==> src/rtl/kamacore_pkg.sv <==
// Shared kamacore types and widths.
// The fetch entry pairs an instruction word with the word address it came from.
package kamacore_pkg;

    localparam int CPU_WIDTH  = 16;
    localparam int ADDR_WIDTH = 8;

    typedef struct packed {
        logic [ADDR_WIDTH-1:0] pc;
        logic [CPU_WIDTH-1:0]  instr;
    } fetch_entry_t;

    // Count width able to hold 0..depth inclusive.
    function automatic int fifo_count_width(input int depth);
        return $clog2(depth) + 1;
    endfunction

endpackage : kamacore_pkg

==> src/rtl/kamacore_fetch_fifo.sv <==
// Prefetch FIFO holding {pc, instr} entries between fetch and decode.
// Head is read straight from storage, so it carries no combinational input dependency.
module kamacore_fetch_fifo
    import kamacore_pkg::*;
#(
    parameter int DEPTH = 2,
    localparam int PW   = $clog2(DEPTH),
    localparam int CW   = fifo_count_width(DEPTH)
) (
    input  logic         clk,
    input  logic         rst,
    input  logic         flush,
    input  logic         push,
    input  fetch_entry_t push_data,
    input  logic         pop,
    output fetch_entry_t head,
    output logic [CW-1:0] count
);

    localparam logic [CW-1:0] DEPTH_C = CW'(DEPTH);

    fetch_entry_t    mem [DEPTH];
    logic [PW-1:0]   wr_ptr;
    logic [PW-1:0]   rd_ptr;
    logic            full;
    logic            empty;
    logic            do_push;
    logic            do_pop;

    assign full    = (count == DEPTH_C);
    assign empty   = (count == '0);
    // A push into a full FIFO is only legal when the head leaves in the same cycle.
    assign do_push = push & (~full | pop);
    assign do_pop  = pop & ~empty;
    assign head    = mem[rd_ptr];

    always_ff @(posedge clk) begin
        if (rst) begin
            wr_ptr <= '0;
            rd_ptr <= '0;
            count  <= '0;
            for (int i = 0; i < DEPTH; i++) begin
                mem[i] <= '0;
            end
        end else if (flush) begin
            // Storage is left alone; only the bookkeeping is discarded.
            wr_ptr <= '0;
            rd_ptr <= '0;
            count  <= '0;
        end else begin
            if (do_push) begin
                mem[wr_ptr] <= push_data;
                wr_ptr      <= wr_ptr + PW'(1);
            end
            if (do_pop) begin
                rd_ptr <= rd_ptr + PW'(1);
            end
            case ({do_push, do_pop})
                2'b10:   count <= count + CW'(1);
                2'b01:   count <= count - CW'(1);
                default: count <= count;
            endcase
        end
    end

endmodule : kamacore_fetch_fifo

==> src/rtl/kamacore_fetch.sv <==
// Instruction fetch stage: PC, program-memory read port, prefetch FIFO and redirect handling.
// Define KAMACORE_FETCH_PERF_EN to add the perf_fetched / perf_stall counters.
module kamacore_fetch
    import kamacore_pkg::*;
#(
    parameter int                    MEM_ADDR_WIDTH = ADDR_WIDTH,
    parameter int                    FIFO_DEPTH     = 2,
    parameter logic [ADDR_WIDTH-1:0] RESET_PC       = '0
) (
    input  logic                      clk,
    input  logic                      rst,
    input  logic                      fetch_en,
    output logic [MEM_ADDR_WIDTH-1:0] dpra,
    input  logic [CPU_WIDTH-1:0]      dpo,
    input  logic                      redirect_valid,
    input  logic [ADDR_WIDTH-1:0]     redirect_pc,
    output logic                      instr_valid,
    input  logic                      instr_ready,
    output logic [CPU_WIDTH-1:0]      instr,
    output logic [ADDR_WIDTH-1:0]     instr_pc
`ifdef KAMACORE_FETCH_PERF_EN
    ,
    output logic [31:0]               perf_fetched,
    output logic [31:0]               perf_stall
`endif
);

    localparam int              CW      = fifo_count_width(FIFO_DEPTH);
    localparam logic [CW-1:0]   DEPTH_C = CW'(FIFO_DEPTH);

    logic [ADDR_WIDTH-1:0] pc;
    logic [CW-1:0]         count;
    fetch_entry_t          head;
    fetch_entry_t          push_data;
    logic                  push;
    logic                  pop;

    // Decode handshake: an entry transfers on any clock edge where instr_valid and
    // instr_ready are both high. instr_valid/instr/instr_pc depend only on registered
    // state; instr_ready may only influence whether a new fetch is taken this cycle.
    assign instr_valid = (count != '0);
    assign instr       = head.instr;
    assign instr_pc    = head.pc;

    assign pop  = instr_valid & instr_ready;
    assign push = fetch_en & ~redirect_valid & ((count != DEPTH_C) | pop);

    // The memory port is narrower than or equal to the PC; high PC bits are dropped.
    assign dpra = pc[MEM_ADDR_WIDTH-1:0];

    assign push_data.pc    = pc;
    assign push_data.instr = dpo;

    always_ff @(posedge clk) begin
        if (rst) begin
            pc <= RESET_PC;
        end else if (redirect_valid) begin
            pc <= redirect_pc;
        end else if (push) begin
            pc <= pc + ADDR_WIDTH'(1);
        end
    end

    kamacore_fetch_fifo #(
        .DEPTH (FIFO_DEPTH)
    ) u_fifo (
        .clk       (clk),
        .rst       (rst),
        .flush     (redirect_valid),
        .push      (push),
        .push_data (push_data),
        .pop       (pop),
        .head      (head),
        .count     (count)
    );

`ifdef KAMACORE_FETCH_PERF_EN
    always_ff @(posedge clk) begin
        if (rst) begin
            perf_fetched <= '0;
            perf_stall   <= '0;
        end else begin
            if (push) begin
                perf_fetched <= perf_fetched + 32'd1;
            end
            if (instr_valid & ~instr_ready) begin
                perf_stall <= perf_stall + 32'd1;
            end
        end
    end
`endif

endmodule : kamacore_fetch
==> config.mk <==
export PLATFORM = sky130hd
export DESIGN_NAME = kamacore_fetch
export DESIGN_NICKNAME = d
export VERILOG_FILES = /design/src/rtl/kamacore_pkg.sv /design/src/rtl/kamacore_fetch_fifo.sv /design/src/rtl/kamacore_fetch.sv
export SDC_FILE = /design/constraint.sdc
export NUM_CORES = 1
export LEC_CHECK = 0
export ABC_AREA = 1
export BUFFER_PORTS_ARGS = -buffer_cell sky130_fd_sc_hd__buf_4
export CAP_MARGIN = 30
export CORE_MARGIN = 2
export CORE_UTILIZATION = 54
export DETAILED_ROUTE_END_ITERATION = 10
export PLACE_DENSITY = 0.86
export SLEW_MARGIN = 15
export SYNTH_ARGS = -nofsm -noshare
export SYNTH_HDL_FRONTEND = slang
export SYNTH_SLANG_ARGS = --single-unit
==> constraint.sdc <==
create_clock -name clk -period 5.4 [get_ports clk]
set_clock_uncertainty 0.2 [all_clocks]
set_input_delay 0.27 -clock clk [delete_from_list [all_inputs] [get_ports clk]]
set_output_delay 0.27 -clock clk [all_outputs]
set_load 0.01 [all_outputs]
==> impl_metrics.json, run 1 <==
{
  "leakagePower_nw": 1.560,
  "remaining_drc_errors": 0,
  "grt_pass1_vias": 1975,
  "synth.yosys.seq_area_share_pct": 58.77,
  "finalInstanceArea_um2": 3591,
  "nets": 368,
  "synthesis.instances": 271,
  "first_pass_grt_wire_length_um": 8935,
  "die-area_um2": 5964,
  "final_common_cell": "sky130_fd_sc_hd__buf_4",
  "drt-vias-per-instance": 4.971,
  "clockBufferDepth": 2,
  "fin_crit_ps": 2357,
  "critical_path.startpoint_type": "input port",
  "finalSetupTns_ps": 0,
  "routedWlPerCell_um": 13.24,
  "num_antenna_cells": 0,
  "cts-hold-fix-buffers": 1,
  "achievable-frequency_ghz": 0.4243,
  "arrival_time_at_the_worst_endpoint_ps": 2190,
  "postSynthRegisterBits": 61,
  "grt_max_degree": 26,
  "worstPathRequired_ps": 5240,
  "drt-total-wl_um": 5453,
  "number_of_cell_rows": 26,
  "global_route.usage.total_pct": 19.38,
  "crit_type": "input port to register",
  "critical-path-slowest-cell": "sky130_fd_sc_hd__dlygate4sd3_1",
  "flow.area_growth_from_synthesis_pct": 24.03,
  "mappedNetlistArea_um2": 2895,
  "clock_latency_ps": 330,
  "critical_path.max_fanout": 25,
  "tritoncts.num_buffers": 9,
  "worst_setup_path_end_kind": "register",
  "drtAntennaViolNets": 0,
  "synth_area_per_cell_um2": 10.68,
  "antenna_violations_before_repair": 0,
  "detailedRoute.firstIterationViolations": 75,
  "irDropWorstVdd_mv": 0.1821,
  "final_hpwl_dp_um": 3769,
  "finalCritPeriodShare_pct": 43.65,
  "start_util_pct": 56.33,
  "synth.yosys.warnings": 0,
  "slew_headroom_pct": 66.55,
  "largest_stage_delay_worst_path_ps": 540,
  "cts.sinks": 61,
  "drt_first_pass_iters": 4,
  "hold_viol_final": 0,
  "post-cts-setup-buffers": 0,
  "syn-num-nets": 302,
  "mostFrequentLayoutCells": "sky130_fd_sc_hd__buf_4 (61), sky130_fd_sc_hd__edfxtp_1 (48), sky130_fd_sc_hd__nor2_1 (44)",
  "globalRouteOverflowTotal": 0,
  "fp.dieH_um": 77.23,
  "count_of_input_and_output_buffers": 61,
  "post_route_cells_drive_above_1_share_pct": 37.43,
  "total_count_of_max_transition_violations_in_the_final_report": 0,
  "grt_setup_unrepaired": "false",
  "post_dp_cell_area_um2": 3396,
  "min_path_type": "input port to register",
  "max_slew.worst_pin.slew_ps": 500.5,
  "cp_cell_sequence": "dlygate4sd3_1 -> buf_4 -> inv_2 -> nand3_4 -> nand2_1 -> buf_8",
  "setup_viol": 0,
  "place_congestion": 0.8342,
  "clock_tree.root_cell": "sky130_fd_sc_hd__clkbuf_8",
  "detailroute.via_count": 2048,
  "filler_cell_count": 409,
  "clkTransAtPathRegs_ps": 60,
  "cts_tree": "yes",
  "power_density_nw_per_um2": 282.0,
  "core_area_um2": 5140,
  "ctsHtreeMaxLevel": 3,
  "io_pins": 62,
  "outcome": "complete, no violations",
  "timing.max_cap.violations": 0,
  "ctsResizeCount": 0,
  "post_synth_num_cell_types": 26,
  "die_width_um": 77.23
}
critical path, delay by kind of cell:
family        cells  cell delay (ps)
buf+inv           4             1090
simple gates      2              840
through the flow:
step | hold WS [ps] | instances | power, W | utilization, % | worst slack (ps)
6_report | 45.71 | 412 | 0.001013 | 69.86 | 3043
5_1_grt | 61.05 | 412 | 0.001046 | 69.86 | 2909
4_1_cts | 41.13 | 411 | 0.001017 | 69.57 | 2752
3_5_place_dp | 284.7 | 394 | 0.0006722 | 66.07 | 2747
3_3_place_gp | 268.2 | 392 | 0.0006649 | 65.24 | 2822
2_1_floorplan | 132.4 | 271 | 0.0006144 | - | 3365
final cells by class:
class / instances / area (µm²) / share of cell area, %
clock inverter: 3 / 11.26 / 0.3136
multi-input combinational: 161 / 954.7 / 26.59
tap: 70 / 87.58 / 2.439
clock buffer: 13 / 158.9 / 4.425
sequential: 61 / 1702 / 47.39
inverter: 39 / 151.4 / 4.216
timing repair buffer: 65 / 525.5 / 14.63
cell families after synthesis:
kind of cell / Yosys count / share of synthesized area, %
buffers and inverters: 49 / 8.254
adders and majority gates: 2 / 0.8642
xor gates and xnor gates: 1 / 0.3026
AOI/OAI and AO/OA: 14 / 2.723
and+or+nand+nor: 120 / 19.75
muxes: 24 / 9.335
DFF: 61 / 58.77
layer usage:
| metal | track usage [%] | up-vias | routed length (µm) |
|---|---|---|---|
| li1 | - | 1016 | - |
| met2 | 32.00 | 72 | 2745 |
| met1 | 24.10 | 950 | 2229 |
| met3 | 3.765 | 10 | 379 |
| met5 | 0 | - | 0 |
| met4 | 10.18 | 0 | 99 |
flip-flops by register name, indices dropped and copies added, names as in the netlist, named ones only:
name / flops
u_fifo.mem: 48
dpra: 8
u_fifo.count: 2
u_fifo.rd_ptr: 1
u_fifo.wr_ptr: 1
path summary, 6_finish.rpt:
path	from	endpoint	slack [ps]	depth (start not counted)
worst max register to register	u_fifo.count[0]	u_fifo.mem[1][9]	3130	7
worst max-delay path	rst	u_fifo.mem[1][9]	3040	6
worst min register to register	u_fifo.rd_ptr	u_fifo.rd_ptr	290	2
worst min-delay path	redirect_pc[6]	dpra[6]	50	5
cells in the mapped netlist, drive strengths merged:
master,number,area (µm²)
dfxtp,13,260.3
edfxtp,48,1441
ha,2,25.02
nor2,64,295.3
inv,39,151.4
mux2,24,270.3
or2,1,6.260
nand3,18,120.1
a21oi,10,53.80
buf,10,87.58
nor3,1,5.000
o21bai,1,7.510
o21ai,2,10.01
nand4,1,6.260
nand2,35,138.9
o21a,1,7.510
xnor2,1,8.760
report_power, final:
part / switching, W / internal [W] / leakage [nW]
combinational: 0.0000617 / 0.0000597 / 0.864
clock: 0.000162 / 0.000187 / 0.0862
sequential: 0.0000118 / 0.000530 / 0.611
No activity file was read; power rests on OpenSTA's default activity.
==> run 2, diff against run 1 <==
- CORE_UTILIZATION: 54 -> 49
- PLACE_DENSITY: 0.86 -> 0.83
- clock period: 5.4 -> 1.9 ns (I/O delays scaled with it)
==> run 2 against run 1 <==
Sequential cell count unchanged. Largest power group unchanged. Total power increased to 3.1 times the previous value. Global-route usage increased by 0.19 points. Design area increased by 11%. First-iteration DRC count increased by 29%. Register-to-register slack got worse by 3000 ps. Die area increased by 9.7%.
==> impl_metrics.json, run 2 (synthesis results as in run 1) <==
{
  "finalInstanceArea_um2": 3990,
  "p_comb_share_pct": 13.0,
  "drt_first_pass_iters": 4,
  "power_density_nw_per_um2": 790.4,
  "setup.worst_path.start": "redirect_valid",
  "internal_power_w": 0.002450,
  "routedWlPerCell_um": 13.41,
  "critical_path.startpoint_type": "input port",
  "grt_setup_unrepaired": "false",
  "io_pins": 62,
  "setup_viol": 0,
  "fin_crit_ps": 1838,
  "global_route.usage.total_pct": 19.57,
  "total_count_of_max_transition_violations_in_the_final_report": 0,
  "worst_setup_path_end_kind": "register",
  "hold_viol_final": 0,
  "share_clk_of_total_power_pct": 38.2,
  "flow.area_growth_from_synthesis_pct": 37.81,
  "regToRegEndpoint": "dpra[1]",
  "multi_input_area_um2": 959.7,
  "core_area_um2": 5608,
  "crit_type": "input port to register",
  "seqPwrFrac_pct": 48.8,
  "nets": 406,
  "filler_cell_count": 426,
  "count_of_input_and_output_buffers": 61,
  "start_util_pct": 51.63,
  "finalCritPeriodShare_pct": 96.75,
  "critical_path.max_fanout": 11,
  "max_slew.worst_pin.slew_ps": 322.2,
  "arrival_time_at_the_worst_endpoint_ps": 1920,
  "clock_tree.root_cell": "sky130_fd_sc_hd__clkbuf_8",
  "clock_latency_ps": 330,
  "fp.dieH_um": 80.87,
  "min_path_type": "input port to register",
  "detailroute.via_count": 2216,
  "timing.max_cap.violations": 0,
  "switchingPower_w": 0.0007039,
  "drt-total-wl_um": 6060,
  "remaining_drc_errors": 0,
  "die_width_um": 80.87,
  "reg2regPathDepth": 7,
  "post_dp_cell_area_um2": 3428,
  "die-area_um2": 6540,
  "clkTransAtPathRegs_ps": 70,
  "cts_tree": "yes",
  "clockBufferDepth": 2,
  "grt_pass1_vias": 2202,
  "r2r-start": "u_fifo.count[0]",
  "drt-vias-per-instance": 4.903,
  "flip_flop_count_of_the_largest_register_all_copies_and_words_added": 48,
  "finalCoreUtilization_pct": 71.15,
  "mostFrequentLayoutCells": "sky130_fd_sc_hd__buf_4 (69), sky130_fd_sc_hd__edfxtp_1 (48), sky130_fd_sc_hd__nor2_1 (43)",
  "final_common_cell": "sky130_fd_sc_hd__buf_4",
  "ctsHtreeMaxLevel": 3,
  "finalPower_w": 0.003154,
  "final_hpwl_dp_um": 3722,
  "switch_share_pct": 22.32,
  "achievable-frequency_ghz": 0.5440,
  "antenna_violations_before_repair": 0,
  "place_congestion": 0.8163,
  "finalSetupTns_ps": 0,
  "rrSetupSlack_ps": 90,
  "first_pass_grt_wire_length_um": 9480,
  "number_of_cell_rows": 27,
  "slew_headroom_pct": 78.52,
  "drtAntennaViolNets": 0,
  "irDropWorstVdd_mv": 0.5769,
  "worstPathRequired_ps": 1980,
  "worstSetupEndpoint": "dpra[1]",
  "tritoncts.num_buffers": 9,
  "grt_max_degree": 25,
  "cts.sinks": 61,
  "globalRouteOverflowTotal": 0,
  "outcome": "complete, no violations",
  "leakagePower_nw": 1.728,
  "final-seq-area_um2": 1702,
  "post_route_cells_drive_above_1_share_pct": 36.84,
  "detailedRoute.firstIterationViolations": 97,
  "num_antenna_cells": 0,
  "final.hold.worst_slack_ps": 61.83,
  "registers.top_by_ff_count": "u_fifo.mem"
}
## run 2: how the worst min path moves through the flow
stage                startpoint       endpoint  slack, ps  cells past startpoint
floorplan                   rst        dpra[0]        -40                      1
global placement            rst        dpra[0]        120                      2
detailed placement          rst        dpra[0]        120                      2
CTS                 instr_ready  u_fifo.wr_ptr         40                      6
global route        instr_ready  u_fifo.wr_ptr        110                      6
finish              instr_ready  u_fifo.wr_ptr         60                      6
## run 2: per-layer routing
layer / part of all wire, % / GRT usage (%) / vias to the layer above
li1: - / - / 1093
met1: 39 / 21.03 / 1039
met2: 54 / 35.45 / 68
met3: 5.2 / 5.444 / 16
met4: 2.1 / 9.153 / 0
met5: 0 / 0 / -
## run 2: power by group through the flow
| stage | clock [W] | combinational (W) | sequential, W |
|---|---|---|---|
| floorplan | 0 | 0.000185 | 0.00156 |
| global placement | 0 | 0.000341 | 0.00156 |
| CTS | 0.00122 | 0.000402 | 0.00154 |
| detailed placement | 0 | 0.000347 | 0.00157 |
| global route | 0.00127 | 0.000446 | 0.00154 |
| finish | 0.00120 | 0.000411 | 0.00154 |
## run 2: final cells by class
class                      count  share of cell area (%)
sequential                    61                   42.65
timing repair buffer         103                   22.01
inverter                      39                   3.888
clock inverter                 6                   1.944
tap                           72                   2.258
multi-input combinational    161                   24.05
clock buffer                  10                   3.198
## run 2: through the flow
stage	setup WS (ps)	cells
3_3_place_gp	348.8	400
4_1_cts	47.32	448
5_1_grt	4.366	452
2_1_floorplan	108.8	271
6_report	61.71	452
3_5_place_dp	277.0	400
## run 2: critical path: stages
cell and delay [ps]:
sky130_fd_sc_hd__dlygate4sd3_1 540, sky130_fd_sc_hd__buf_4 180, sky130_fd_sc_hd__nor2_4 130, sky130_fd_sc_hd__nand2_4 120, sky130_fd_sc_hd__inv_6 120, sky130_fd_sc_hd__nor2_2 60
sky130_fd_sc_hd__a21oi_1 120, sky130_fd_sc_hd__dlygate4sd3_1 550
## run 2: timing repair
action                                  CTS  global route
gates resized for setup                   0             2
hold buffers                             32             0
buffers inserted                          0             4
hold endpoints to repair                 42             0
endpoints found under the setup margin    0             1
==> run 3, diff against run 2 <==
- CORE_ASPECT_RATIO: unset -> 0.6
- clock period: 1.9 -> 1.5 ns (I/O delays scaled with it)
==> run 3 against run 2 <==
The flow now finishes with violations (setup timing). Total power rose by 32%. Register-to-register slack got worse by 160 ps. Clock power is 22% higher. Design area is 18% higher. Combinational power grew 79%. Sequential cell count stayed put. First-iteration DRC count rose to 3.0 times the previous value. Count of clock-buffer cells in the layout rose by 1. Non-clock buffer count grew 17. Largest cell class unchanged. Largest power group unchanged. Highest routed layer unchanged.
==> impl_metrics.json, run 3 (synthesis results as in run 1) <==
{
  "critical_path.max_fanout": 6,
  "crit_type": "register to primary output",
  "leakagePower_nw": 1.994,
  "global_route.usage.total_pct": 25.19,
  "grt_max_degree": 25,
  "number_of_cell_rows": 21,
  "drtAntennaViolNets": 0,
  "tritoncts.num_buffers": 9,
  "clock_tree.root_cell": "sky130_fd_sc_hd__clkbuf_8",
  "place_ws_ps": -39.75,
  "critical_path.startpoint_type": "register",
  "globalRouteOverflowTotal": 0,
  "io_pins": 62,
  "clock_latency_ps": 350,
  "remaining_drc_errors": 0,
  "final.hold.worst_slack_ps": 63.95,
  "rrSetupSlack_ps": -70,
  "achievable-frequency_ghz": 0.5802,
  "multi_input_area_um2": 1297,
  "mostFrequentLayoutCells": "sky130_fd_sc_hd__buf_4 (50), sky130_fd_sc_hd__edfxtp_1 (48), sky130_fd_sc_hd__inv_1 (33)",
  "arrival_time_at_the_worst_endpoint_ps": 1450,
  "drt-total-wl_um": 10240,
  "die-area_um2": 6560,
  "clockBufferDepth": 2,
  "drt_first_pass_iters": 6,
  "setup_viol": 60,
  "flow.area_growth_from_synthesis_pct": 62.49,
  "power_density_nw_per_um2": 884.5,
  "finalCritPeriodShare_pct": 114.9,
  "outcome": "finished with violations",
  "count_of_input_and_output_buffers": 61,
  "max_slew.worst_pin.slew_ps": 374.3,
  "worstPathRequired_ps": 1220,
  "detailedRoute.firstIterationViolations": 293,
  "final-seq-area_um2": 1717,
  "final_common_cell": "sky130_fd_sc_hd__buf_4",
  "final_hpwl_dp_um": 4110,
  "registers.top_by_ff_count": "u_fifo.mem",
  "drt-vias-per-instance": 5.602,
  "detailroute.via_count": 2706,
  "ctsHtreeMaxLevel": 3,
  "total_count_of_max_transition_violations_in_the_final_report": 0,
  "final-instance-count-excl-fill": 483,
  "irDropWorstVdd_mv": 0.5525,
  "cts.sinks": 61,
  "hold_viol_final": 0,
  "post_route_cells_drive_above_1_share_pct": 48.64,
  "grt_pass1_vias": 2549,
  "filler_cell_count": 265,
  "nets": 429,
  "die_width_um": 103.2,
  "numPlacedInstances": 415,
  "core_area_um2": 5649,
  "timing.max_cap.violations": 0,
  "place_congestion": 0.8011,
  "num_antenna_cells": 0,
  "first_pass_grt_wire_length_um": 12350,
  "flip_flop_count_of_the_largest_register_all_copies_and_words_added": 48,
  "worst_setup_path_end_kind": "primary output",
  "clkTransAtPathRegs_ps": 70,
  "fin_crit_ps": 1724,
  "start_util_pct": 51.25,
  "layout_setup_ws_ps": -223.7,
  "failed_checks": "setup timing",
  "fp.dieH_um": 63.54,
  "min_path_type": "input port to register",
  "routedWlPerCell_um": 21.19,
  "cts_tree": "yes",
  "grt_setup_unrepaired": "true",
  "antenna_violations_before_repair": 0,
  "slew_headroom_pct": 74.96
}
==> run 3: final cells by class <==
type,instances,share of cell area [%]
Clock buffer,11,2.793
Multi-Input combinational cell,167,27.58
Timing Repair Buffer,120,26.57
Clock inverter,5,1.090
Tap cell,80,2.128
Inverter,39,3.351
Sequential cell,61,36.49
==> run 3: critical path, stage by stage (launching register included) <==
cell                        delay (ps)
sky130_fd_sc_hd__dfxtp_4           460
sky130_fd_sc_hd__clkbuf_16         190
sky130_fd_sc_hd__mux2_4            320
sky130_fd_sc_hd__buf_6             120
==> run 3: worst paths after layout <==
check / startpoint / to / cells after the start
setup / recovery: register / instr_pc[7] / 3
hold / removal: redirect_valid / u_fifo.count[0] / 5
setup reg to reg: u_fifo.count[0] / u_fifo.mem[1][16] / 8
hold reg to reg: u_fifo.rd_ptr / u_fifo.rd_ptr / 2
==> run 3: through the flow <==
| step | instance area (µm²) | setup TNS (ps) | util (%) | power [W] |
|---|---|---|---|---|
| final | 4705 | -6007 | 83.28 | 0.004161 |
| after global routing | 4705 | -8362 | 83.28 | 0.004264 |
| after CTS | 4243 | -5989 | 75.11 | 0.003919 |
| after detailed placement | 3566 | -1002 | 63.12 | 0.002459 |
| after global placement | 3566 | 0 | 63.12 | 0.002440 |
| after floorplan | 2939 | -98.56 | - | 0.002221 |
==> run 3: repair_timing <==
item,4_1_cts,5_1_grt
gates cloned,4,7
setup endpoints to repair,71,127
setup buffers,6,6
gates resized for setup,24,77
pin swaps,4,8
hold buffers,30,0
endpoints found under the hold margin,42,0
==> run 3: layer usage <==
layer  up-vias  share of wire, %  GRT usage [%]
li1       1153                 -              -
met1      1304                40          31.46
met2       190                46          41.15
met3        59               8.7          7.325
met4         0               5.2          9.868
met5         -                 0              0
==> run 3: power by group <==
group / internal (W) / switching (W) / total [W]
clock: 0.000757 / 0.000704 / 0.00146
sequential: 0.00191 / 0.0000564 / 0.00196
combinational: 0.000388 / 0.000349 / 0.000736
total: 0.00305 / 0.00111 / 0.00416
